File: src/rtl/alu_issue_sequencer_pkg.sv
// Shared definitions for the ALU issue sequencer: opcodes, FSM states,
// instruction-register field positions and opcode classification helpers.
package alu_seq_pkg;

  typedef enum logic [3:0] {
    OP_LOAD  = 4'd0,
    OP_STORE = 4'd1,
    OP_ADD   = 4'd2,
    OP_SUB   = 4'd3,
    OP_AND   = 4'd4,
    OP_OR    = 4'd5,
    OP_XOR   = 4'd6,
    OP_NOT   = 4'd7,
    OP_SLL   = 4'd8,
    OP_SRL   = 4'd9,
    OP_BEQZ  = 4'd10,
    OP_BNEZ  = 4'd11,
    OP_JUMP  = 4'd12
  } opcode_e;

  typedef enum logic [2:0] {
    S_FETCH,
    S_DECODE,
    S_ISSUE,
    S_WAIT,
    S_MEM,
    S_WB,
    S_NEXT,
    S_HALT
  } state_e;

  localparam int IR_OP_LSB  = 12;
  localparam int IR_RS_LSB  = 9;
  localparam int IR_RT_LSB  = 6;
  localparam int IR_OFF_LSB = 0;
  localparam int IR_OFF_W   = 6;
  localparam int IR_TGT_W   = 12;

  function automatic logic is_alu_op(input logic [3:0] op);
    return (op >= OP_ADD) && (op <= OP_JUMP);
  endfunction

  function automatic logic is_ldst(input logic [3:0] op);
    return op <= OP_STORE;
  endfunction

  function automatic logic writes_reg(input logic [3:0] op);
    return (op == OP_LOAD) || ((op >= OP_ADD) && (op <= OP_SRL));
  endfunction

endpackage

File: src/rtl/pc_next_calc.sv
// Combinational next-PC: jump keeps the 4 KiW page, branch adds a signed
// 6-bit offset to pc+1, everything else is sequential (all modulo 2^16).
module pc_next_calc
  import alu_seq_pkg::*;
(
  input  logic [15:0]         pc_i,
  input  logic [IR_TGT_W-1:0] tgt_i,
  input  logic                br_sel_i,
  input  logic                jmp_sel_i,
  output logic [15:0]         pc_next_o
);

  logic [15:0] seq_pc;
  logic [15:0] off_sext;

  always_comb begin
    seq_pc   = pc_i + 16'd1;
    off_sext = {{(16 - IR_OFF_W){tgt_i[IR_OFF_LSB + IR_OFF_W - 1]}},
                tgt_i[IR_OFF_LSB +: IR_OFF_W]};
    if (jmp_sel_i) begin
      pc_next_o = {pc_i[15:IR_TGT_W], tgt_i};
    end else if (br_sel_i) begin
      pc_next_o = seq_pc + off_sext;
    end else begin
      pc_next_o = seq_pc;
    end
  end

endmodule

File: src/rtl/alu_issue_sequencer.sv
// Instruction issue FSM driving the ALU strobe/flag handshake of the 16-bit core.
// Build option ILLEGAL_HALT_EN: illegal opcodes park the FSM in HALT until rst.
module alu_issue_sequencer
  import alu_seq_pkg::*;
#(
  parameter logic [15:0] RESET_PC    = 16'h0000,
  parameter int unsigned MEM_LAT     = 2,
  parameter int unsigned ALU_TIMEOUT = 16
) (
  input  logic        clk,
  input  logic        rst,
  input  logic [15:0] instr_in,
  input  logic        isALUFinished,
  input  logic        execute_branch,
  input  logic        jump_flag,
  output logic [15:0] pc,
  output logic [3:0]  opcode,
  output logic [2:0]  rs_addr,
  output logic [2:0]  rt_addr,
  output logic [5:0]  offset,
  output logic        isALUOP,
  output logic        isLoadStore,
  output logic        memRead,
  output logic        memWrite,
  output logic        reg_write,
  output logic [2:0]  wr_addr,
  output logic        wb_sel,
  output logic        fetchNextInst,
  output logic        alu_timeout,
  output logic        illegal_op,
  output logic        halted
);

  localparam logic [7:0] TO_LIMIT = 8'(ALU_TIMEOUT);
  localparam logic [3:0] MEM_LAST = 4'(MEM_LAT - 1);

  state_e      state_q, state_d;
  logic [15:0] pc_q, pc_d, pc_calc;
  logic [15:0] ir_q, ir_d;
  logic [7:0]  timer_q, timer_d;
  logic [3:0]  mem_cnt_q, mem_cnt_d;
  logic        br_sel_q, br_sel_d, jmp_sel_q, jmp_sel_d;
  logic        alu_to_q, alu_to_d, illegal_q, illegal_d;
  logic        isalu_q, isalu_d, isls_q, isls_d;
  logic        mem_rd_q, mem_rd_d, mem_wr_q, mem_wr_d;
  logic        reg_wr_q, reg_wr_d, fni_q, fni_d;
  logic [2:0]  wr_addr_q, wr_addr_d;
  logic        wb_sel_q, wb_sel_d;

  logic [3:0]  op;
  logic        any_flag;

  assign op       = ir_q[IR_OP_LSB +: 4];
  assign any_flag = isALUFinished | execute_branch | jump_flag;

  pc_next_calc u_pc_next (
    .pc_i      (pc_q),
    .tgt_i     (ir_q[IR_TGT_W-1:0]),
    .br_sel_i  (br_sel_q),
    .jmp_sel_i (jmp_sel_q),
    .pc_next_o (pc_calc)
  );

  always_comb begin
    // NOTE: every variable gets its hold value first so no path through the
    // case statement leaves one unassigned, which would infer a latch.
    state_d   = state_q;
    pc_d      = pc_q;
    ir_d      = ir_q;
    timer_d   = timer_q;
    mem_cnt_d = mem_cnt_q;
    br_sel_d  = br_sel_q;
    jmp_sel_d = jmp_sel_q;
    alu_to_d  = alu_to_q;
    illegal_d = illegal_q;
    wr_addr_d = wr_addr_q;
    wb_sel_d  = wb_sel_q;

    unique case (state_q)
      S_FETCH: begin
        // Stale flags mean the ALU never saw fetchNextInst; give up eventually.
        if (!any_flag || (timer_q >= TO_LIMIT)) begin
          alu_to_d = alu_to_q | any_flag;
          ir_d     = instr_in;
          timer_d  = 8'd0;
          state_d  = S_DECODE;
        end else begin
          timer_d = timer_q + 8'd1;
        end
      end
      S_DECODE: begin
        br_sel_d  = 1'b0;
        jmp_sel_d = 1'b0;
        timer_d   = 8'd0;
        if (is_alu_op(op) || is_ldst(op)) begin
          state_d = S_ISSUE;
        end else begin
          illegal_d = 1'b1;
`ifdef ILLEGAL_HALT_EN
          state_d   = S_HALT;
`else
          state_d   = S_NEXT;
`endif
        end
      end
      S_ISSUE: state_d = S_WAIT;
      S_WAIT: begin
        if (jump_flag) begin
          jmp_sel_d = 1'b1;
          state_d   = S_NEXT;
        end else if (execute_branch) begin
          br_sel_d = 1'b1;
          state_d  = S_NEXT;
        end else if (isALUFinished) begin
          mem_cnt_d = 4'd0;
          if (is_ldst(op))          state_d = S_MEM;
          else if (writes_reg(op))  state_d = S_WB;
          else                      state_d = S_NEXT;
        end else if (timer_q == TO_LIMIT - 8'd1) begin
          alu_to_d = 1'b1;
          state_d  = S_NEXT;
        end else begin
          timer_d = timer_q + 8'd1;
        end
      end
      S_MEM: begin
        if (mem_cnt_q == MEM_LAST) begin
          state_d = (op == OP_LOAD) ? S_WB : S_NEXT;
        end else begin
          mem_cnt_d = mem_cnt_q + 4'd1;
        end
      end
      S_WB:   state_d = S_NEXT;
      S_NEXT: begin
        pc_d    = pc_calc;
        timer_d = 8'd0;
        state_d = S_FETCH;
      end
`ifdef ILLEGAL_HALT_EN
      S_HALT: state_d = S_HALT;
`endif
      default: state_d = S_FETCH;
    endcase

    if (state_d == S_WB) begin
      wr_addr_d = (op == OP_LOAD) ? ir_q[IR_RT_LSB +: 3] : ir_q[IR_RS_LSB +: 3];
      wb_sel_d  = (op == OP_LOAD);
    end

    // Strobes are decoded from the next state so they leave a flop cleanly.
    isalu_d  = (state_d == S_ISSUE) && is_alu_op(op);
    isls_d   = (state_d == S_ISSUE) && is_ldst(op);
    mem_rd_d = (state_d == S_MEM) && (op == OP_LOAD);
    mem_wr_d = (state_d == S_MEM) && (op == OP_STORE);
    reg_wr_d = (state_d == S_WB);
    fni_d    = (state_d == S_NEXT);
  end

  // NOTE: state registers use non-blocking assignments so every flop samples
  // the pre-edge values regardless of process evaluation order.
  always_ff @(posedge clk or posedge rst) begin
    if (rst) begin
      state_q   <= S_FETCH;
      pc_q      <= RESET_PC;
      ir_q      <= 16'h0000;
      timer_q   <= 8'd0;
      mem_cnt_q <= 4'd0;
      br_sel_q  <= 1'b0;
      jmp_sel_q <= 1'b0;
      alu_to_q  <= 1'b0;
      illegal_q <= 1'b0;
      isalu_q   <= 1'b0;
      isls_q    <= 1'b0;
      mem_rd_q  <= 1'b0;
      mem_wr_q  <= 1'b0;
      reg_wr_q  <= 1'b0;
      fni_q     <= 1'b0;
      wr_addr_q <= 3'd0;
      wb_sel_q  <= 1'b0;
    end else begin
      state_q   <= state_d;
      pc_q      <= pc_d;
      ir_q      <= ir_d;
      timer_q   <= timer_d;
      mem_cnt_q <= mem_cnt_d;
      br_sel_q  <= br_sel_d;
      jmp_sel_q <= jmp_sel_d;
      alu_to_q  <= alu_to_d;
      illegal_q <= illegal_d;
      isalu_q   <= isalu_d;
      isls_q    <= isls_d;
      mem_rd_q  <= mem_rd_d;
      mem_wr_q  <= mem_wr_d;
      reg_wr_q  <= reg_wr_d;
      fni_q     <= fni_d;
      wr_addr_q <= wr_addr_d;
      wb_sel_q  <= wb_sel_d;
    end
  end

  assign pc            = pc_q;
  assign opcode        = op;
  assign rs_addr       = ir_q[IR_RS_LSB +: 3];
  assign rt_addr       = ir_q[IR_RT_LSB +: 3];
  assign offset        = ir_q[IR_OFF_LSB +: IR_OFF_W];
  assign isALUOP       = isalu_q;
  assign isLoadStore   = isls_q;
  assign memRead       = mem_rd_q;
  assign memWrite      = mem_wr_q;
  assign reg_write     = reg_wr_q;
  assign wr_addr       = wr_addr_q;
  assign wb_sel        = wb_sel_q;
  assign fetchNextInst = fni_q;
  assign alu_timeout   = alu_to_q;
  assign illegal_op    = illegal_q;

`ifdef ILLEGAL_HALT_EN
  assign halted = (state_q == S_HALT);
`else
  assign halted = 1'b0;
`endif

endmodule
File: config.mk
export PLATFORM = sky130hd
export DESIGN_NAME = alu_issue_sequencer
export DESIGN_NICKNAME = d
export VERILOG_FILES = /design/src/rtl/alu_issue_sequencer_pkg.sv /design/src/rtl/pc_next_calc.sv /design/src/rtl/alu_issue_sequencer.sv
export SDC_FILE = /design/constraint.sdc
export NUM_CORES = 1
export LEC_CHECK = 0
export ABC_AREA = 1
export BUFFER_PORTS_ARGS = -buffer_cell sky130_fd_sc_hd__buf_4
export CORE_ASPECT_RATIO = 1.4
export CORE_MARGIN = 1.5
export CORE_UTILIZATION = 52
export DETAILED_ROUTE_END_ITERATION = 10
export GPL_TIMING_DRIVEN = 0
export PLACE_DENSITY_LB_ADDON = 0.12
export SLEW_MARGIN = 40
export SYNTH_ARGS = -nofsm -noshare
export SYNTH_HDL_FRONTEND = slang
export SYNTH_SLANG_ARGS = --single-unit
File: constraint.sdc
create_clock -name clk -period 2.3 [get_ports clk]
set_input_delay 0.46 -clock clk [delete_from_list [all_inputs] [get_ports clk]]
set_output_delay 0.46 -clock clk [all_outputs]
set_load 0.1 [all_outputs]
==> results of run 1 <==
==> worst max path at each step <==
stage | start | end | slack [ps] | cells past startpoint
after floorplan | pc[1] | pc[15] | -390 | 16
after global routing | pc[6] | pc[15] | -310 | 17
final | pc[0] | pc[14] | -190 | 15
after CTS | pc[1] | pc[15] | -120 | 18
after detailed placement | pc[1] | pc[15] | -280 | 18
after global placement | rst | pc[12] | -570 | 2
==> routing by layer <==
layer,wire length [um],track usage,vias up,share of wire
met5,0,0,-,0
met4,225,0.110,0,0.019
met3,449,0.0519,18,0.038
met2,6720,0.544,103,0.58
met1,4290,0.291,2005,0.37
li1,-,-,2063,-
==> registers in the layout (all words and copies together) (netlist names), 3 cells and up <==
| register | flops |
|---|---|
| wr_addr | 3 |
| mem_cnt_q | 4 |
| timer_q | 8 |
| pc | 16 |
| ir_q | 16 |
| state_q | 3 |
==> per-stage QoR <==
step                hold WS (ps)  instances  TNS, ps
finish                      52.2        780     -405
global route                58.5        780    -1840
CTS                         43.0        766     -184
detailed placement           416        738    -1030
global placement             454        737   -26520
floorplan                    494        573    -1930
==> timing repair <==
item / 4_1_cts / 5_1_grt
pin swaps: 16 / 27
gates resized for setup: 26 / 46
endpoints found under the setup margin: 8 / 12
buffers inserted: 13 / 14
gates cloned: 0 / 0
==> cells by family (layout without fill, tap and decap cells) <==
family,Yosys count,after routing
multiplexers,12,12
XOR/XNOR,17,17
other,1,1
buffers and inverters,92,199
AO/OA/AOI/OAI,90,90
flip-flops,61,61
adder cells (fa/ha/maj),21,21
AND/OR/NAND/NOR,279,279
==> cell type report <==
cell class | count | area, sq um
flip-flops and latches | 61 | 1540
multi-input cells | 420 | 2680
clock inverters | 1 | 30.0
well taps | 100 | 125
repair buffers | 92 | 703
fillers | 613 | 2140
plain buffers | 10 | 46.3
clock buffers | 14 | 163
inverters | 82 | 313
==> synthesized netlist by cell type <==
cell                        count
sky130_fd_sc_hd__nor2_4         2
sky130_fd_sc_hd__o22ai_1        1
sky130_fd_sc_hd__buf_4          1
sky130_fd_sc_hd__a21o_1         2
sky130_fd_sc_hd__and3_1         1
sky130_fd_sc_hd__nor2_1        38
sky130_fd_sc_hd__o21ai_0       26
sky130_fd_sc_hd__nor3_4         1
sky130_fd_sc_hd__inv_1         77
sky130_fd_sc_hd__nand3b_1       1
sky130_fd_sc_hd__nand3_4        1
sky130_fd_sc_hd__xor2_1        15
sky130_fd_sc_hd__buf_2          4
sky130_fd_sc_hd__mux2_2        12
sky130_fd_sc_hd__conb_1         1
sky130_fd_sc_hd__a21boi_1       1
sky130_fd_sc_hd__dfrtp_1       61
sky130_fd_sc_hd__fa_1           1
sky130_fd_sc_hd__o211ai_1       2
sky130_fd_sc_hd__o21bai_1       3
sky130_fd_sc_hd__or2_2          2
sky130_fd_sc_hd__clkbuf_1       5
sky130_fd_sc_hd__a21boi_0       5
sky130_fd_sc_hd__a31o_2         1
sky130_fd_sc_hd__nand2_2        4
sky130_fd_sc_hd__nand4_1        7
sky130_fd_sc_hd__a22oi_1        1
sky130_fd_sc_hd__a21oi_1       40
sky130_fd_sc_hd__o21ai_1        2
sky130_fd_sc_hd__nand2_1      159
sky130_fd_sc_hd__xnor2_1        2
sky130_fd_sc_hd__nor3_1         8
sky130_fd_sc_hd__nand3_2        1
sky130_fd_sc_hd__nor3_2         2
sky130_fd_sc_hd__nand3_1       50
sky130_fd_sc_hd__inv_4          1
sky130_fd_sc_hd__o2111ai_2      1
sky130_fd_sc_hd__a211oi_1       1
sky130_fd_sc_hd__nor2_2         2
sky130_fd_sc_hd__inv_2          4
sky130_fd_sc_hd__o31ai_1        4
sky130_fd_sc_hd__ha_1          20
==> impl_results.md, run 1 <==
* Maximum number of pins on one net before global-route repair at 45
* Setup ws final at -190 ps
* Avg Inst Size Synth at 7.29 sq um
* Worst setup skew after layout at between 5 and 6 ps
* Buffer cell driving the clock tree root: sky130_fd_sc_hd__clkbuf_8
* Worst-skew pair later-pin latency at between 300 and 400 ps
* Path depth of the worst reg2reg path at 15
* Class of the worst hold path: in2async
* Total setup violations reported at the end of the flow at 7
* Flop-to-flop setup slack at -190 ps
* Portion of netlist area occupied by mux cells at 0.0323
* Initial antenna violation count at 0
* Die boundary width at roughly 80 um
* Top library cells by usage in the layout, fill and taps aside: sky130_fd_sc_hd__nand2_1, sky130_fd_sc_hd__buf_4, sky130_fd_sc_hd__inv_1, sky130_fd_sc_hd__dfrtp_1, sky130_fd_sc_hd__nand3_1
* Maximum buffer depth of the clock tree at 2
* RSZ-0062 raised after global routing: yes
* Library cells used by synthesis at between 40 and 50
* PortBufs at 64
* Setup WS pre-CTS at -282 ps
* Clock period minus final worst setup slack at 2490 ps
* Fraction of layout cells with a size suffix above 1 at 0.338
* Startpoint types: flip-flop
* Global-route wire length before repair at ~19 mm
* Top cell family by delay on the critical path: simple AND/OR/NAND/NOR gates
* Vias per cell at 5.37
* Dpl hpwl at approximately 8.6 mm
* Via count of the first global-routing pass at around 4200
* Worst slew margin relative to its limit at 0.632
* Cell Rows at 38
* Area added between synthesis and finish at 34.2%
* Arrival time of the worst setup path at roughly 2700 ps
* Final instance area at 5610 sq um
* Most common library cell in the layout ignoring fill and taps: sky130_fd_sc_hd__nand2_1
* Largest area contributor in the netlist: sky130_fd_sc_hd__dfrtp_1
* Final Wtd Congestion at a little under 0.9
* Nets at 718
* Maximum level of the CTS H-tree at 3
* Antenna diode instance count at 0
* Share of the synthesized area in compound gates (AO/OA/AOI/OAI) at 0.123
* Sink count of the clock tree at roughly 60
* Remaining global-route overflow at 0
* Proportion of netlist area held by the largest area contributor at 0.365
* Total nets after synthesis at 615
* CTS Buf Count at 9
* End-of-flow core utilization at 0.723
* Post-synthesis instance area at approximately 4200 sq um
* Overall die area at about 8600 sq um
* Starting Density at 0.539
* Data required time at the worst endpoint at 2520 ps
* Final WL at about 12 mm
* Maximum fanout along the worst path at 5
* WL/cell at 15.0 um
* Maximum capacitance violations at 0
* Worst-margin pin slew at between 500 and 600 ps
* Placeable core region at 7750 sq um
* TritonCTS clock tree: yes
* Top-Level Pins at 66
* Clock transition at path regs at about 60 ps
* Final hold vios at 0
* Detail Route Antenna Nets at 0
* First-pass iteration count of the detailed router at 5
* Die height at around 110 um
* Simple-gate share of the synthesized area at 0.293
* Synthesis-stage register bit count at between 60 and 70
* Maximum clock frequency at between 0.4 and 0.5 GHz
* Starting DRC count in detailed routing at ~200
* Synth Instances at 573
* Post-place instance area at around 4900 sq um
* Number of hold buffers added after cts at 0
* Peak per-stage delay on the critical path at approximately 400 ps
* Largest cells by area after synthesis: sky130_fd_sc_hd__dfrtp_1, sky130_fd_sc_hd__nand2_1, sky130_fd_sc_hd__inv_1
* Dominant combinational cell family by area after synthesis: simple AND/OR/NAND/NOR gates
* Critical Path End Type: flip-flop
* Sequential area share after synthesis at 0.365
* Worst reg2reg endpoint: pc[14]
* Warnings, synthesis at 0
* Standard cell with the maximum stage delay on the critical path: sky130_fd_sc_hd__dfrtp_2
* Startpoint of the worst register-to-register path: pc[0]
* Buffers and inverters on the worst path at 4
* Total routing usage reported by global routing at 0.280
* Number of vias after detailed routing at approximately 4200
* Share of the synthesized netlist area taken by xor and xnor gates at 0.0356
* Worst path cell trace: buf_4, inv_2, nor2_4, nand3_4, nor2_4, xor2_2, inv_2, ha_4, buf_4, nand3_2, nand3b_1, nand3_1, nand3_1, nand2_1, nand2_1
* Drc violations at 0
* Ratio of final minimum period to clock period at 1.08
* Adder and majority cell fraction of the synthesized area at 0.0647
* Run status: finished, violations left
* Classification of the worst setup path: reg2reg
* Violations in the final reports: setup timing
* Max-slew violation total from the final report at 0
Power of run 1 is not shown: default switching activity piles up to over one toggle a cycle in this logic, so the estimate is an artifact.
==> run 2: changes to the inputs <==
--- a/config.mk
+++ b/config.mk
@@ -7,9 +7,9 @@
 export LEC_CHECK = 0
 export ABC_AREA = 1
 export BUFFER_PORTS_ARGS = -buffer_cell sky130_fd_sc_hd__buf_4
-export CORE_ASPECT_RATIO = 1.4
+export CORE_ASPECT_RATIO = 1.1
 export CORE_MARGIN = 1.5
-export CORE_UTILIZATION = 52
+export CORE_UTILIZATION = 40
 export DETAILED_ROUTE_END_ITERATION = 10
 export GPL_TIMING_DRIVEN = 0
 export PLACE_DENSITY_LB_ADDON = 0.12
==> impl_results.md, run 2 (synthesis gave the netlist of run 1 again) <==
* Run status: finished, violations left
* Violations in the final reports: setup timing
* Peak per-stage delay on the critical path at 420 ps
* FILL cells at 977
* Final Wtd Congestion at about 0.92
* Worst slew margin relative to its limit at 0.595
* Standard cell with the maximum stage delay on the critical path: sky130_fd_sc_hd__dfrtp_2
* Die boundary width at 100 um
* Top-Level Pins at between 60 and 70
* Number of vias after detailed routing at between 4000 and 5000
* PortBufs at 64
* CTS Buf Count at 9
* Critical Path Most Common Cell: sky130_fd_sc_hd__nand2_1
* Data required time at the worst endpoint at ~2500 ps
* Ratio of final minimum period to clock period at 1.10
* Maximum clock frequency at between 0.3 and 0.4 GHz
* Dpl hpwl at between 8 and 9 mm
* Clock transition at path regs at 60 ps
* Remaining global-route overflow at 0
* Critical Path End Type: flip-flop
* Detail Route Antenna Nets at 0
* Arrival time of the worst setup path at 2760 ps
* Total setup violations reported at the end of the flow at 9
* Drc violations at 0
* Nets at 709
* Antenna diode instance count at 0
* Area added between synthesis and finish at 33.4%
* Flop-to-flop setup slack at -230 ps
* Final WL at roughly 11 mm
* Fraction of layout cells with a size suffix above 1 at 0.329
* Final hold vios at 0
* Starting DRC count in detailed routing at between 80 and 90
* First-pass iteration count of the detailed router at 4
* RSZ-0062 raised after global routing: yes
* Maximum number of pins on one net before global-route repair at 42
* Sink count of the clock tree at 61
* Placeable core region at around 10000 sq um
* Die height at roughly 110 um
* Placed Instances at about 780
* Class of the worst hold path: in2async
* Startpoint types: flip-flop
* Worst-skew pair later-pin latency at roughly 340 ps
* Maximum fanout along the worst path at 5
* Via count of the first global-routing pass at 4113
* Vias per cell at approximately 5
* Global-route wire length before repair at about 19 mm
* Top library cells by usage in the layout, fill and taps aside: sky130_fd_sc_hd__nand2_1, sky130_fd_sc_hd__buf_4, sky130_fd_sc_hd__inv_1, sky130_fd_sc_hd__dfrtp_1, sky130_fd_sc_hd__nand3_1
* Most common library cell in the layout ignoring fill and taps: sky130_fd_sc_hd__nand2_1
* TritonCTS clock tree: yes
* Maximum level of the CTS H-tree at 3
* Maximum buffer depth of the clock tree at 2
* Initial antenna violation count at 0
* Setup ws final at -226 ps
* Worst setup skew after layout at around 5.3 ps
* Cell Rows at 38
* Worst-margin pin slew at 608 ps
* Worst setup path start: pc[0]
* Overall die area at between 10000 and 15000 sq um
* WL/cell at 14.1 um
* Startpoint of the worst register-to-register path: pc[0]
* Number of hold buffers added after cts at 0
* Maximum capacitance violations at 0
* Final instance count without filler cells at approximately 800
* Buffer cell driving the clock tree root: sky130_fd_sc_hd__clkbuf_8
* Worst path cell trace: ha_4, nand3_4, nor2_4, buf_4, nand3_2, o21ai_2, inv_2, ha_4, nand2_2, inv_2, nand2_1, nor3_2, nand2_1, nand2_1, nand2_2, nand3_2, nand2_1, nand3_1, nand2_1
* Clock period minus final worst setup slack at 2530 ps
* Total routing usage reported by global routing at 0.223
* Max-slew violation total from the final report at 0
* Classification of the worst setup path: reg2reg
* Starting Density at 0.416
-- run 2: cell count changes in the layout (fill, tap and decap cells not counted), sizes merged --
cell | previous run | this run
buf | 97 | 88
bufinv | 1 | 0
clkbuf | 19 | 18
clkinv | 0 | 2
-- run 2: cell type report --
cell class              instances  area [sq um]  area share
inverters                      82           313      0.0561
multi-input cells             420          2690       0.482
clock buffers                  13           149      0.0267
repair buffers                 83           652       0.117
clock inverters                 2          10.0     0.00180
well taps                     140           175      0.0314
plain buffers                  10          46.3     0.00831
flip-flops and latches         61          1540       0.277
-- run 2: critical path: cells and delay by family, from the launching register on --
kind / cells / cell delay, ps
AO/OA/AOI/OAI: 1 / 150
adder cells (fa/ha/maj): 2 / 460
buffers and inverters: 3 / 270
flip-flops: 1 / 420
AND/OR/NAND/NOR: 13 / 1110
-- run 2: stage by stage --
stage	utilization	instance area (sq um)	setup TNS (ps)	setup slack, ps	hold WS [ps]
finish	0.556	5570	-641	-226	71.9
global route	0.556	5570	-2160	-431	86.9
CTS	0.529	5310	-429	-161	62.7
detailed placement	0.496	4970	-1100	-261	437
global placement	0.493	4950	-33310	-685	457
floorplan	-	4290	-1930	-394	494
-- run 2: what timing repair did --
item                                    CTS  global route
cloned                                    0             0
setup buffers                             9             9
resized for setup                        23            46
endpoints found under the setup margin    9            12
pin swaps                                20            19
-- run 2: worst paths after layout --
kind	end	cells past startpoint
setup / recovery	pc[15]	19
hold / removal	ir_q[2]	2
setup reg to reg	pc[15]	19
hold reg to reg	illegal_op	2
max in group asynchronous	ir_q[5]	3
min in group clk	ir_q[6]	2
-- run 2: metal layers --
layer | track usage | wire, um | vias up
li1 | - | - | 2051
met1 | 0.277 | 5030 | 1963
met2 | 0.394 | 5750 | 84
met3 | 0.0208 | 417 | 17
met4 | 0.0996 | 203 | 0
met5 | 0 | 0 | -
Power of run 2 is left out for the same reason.
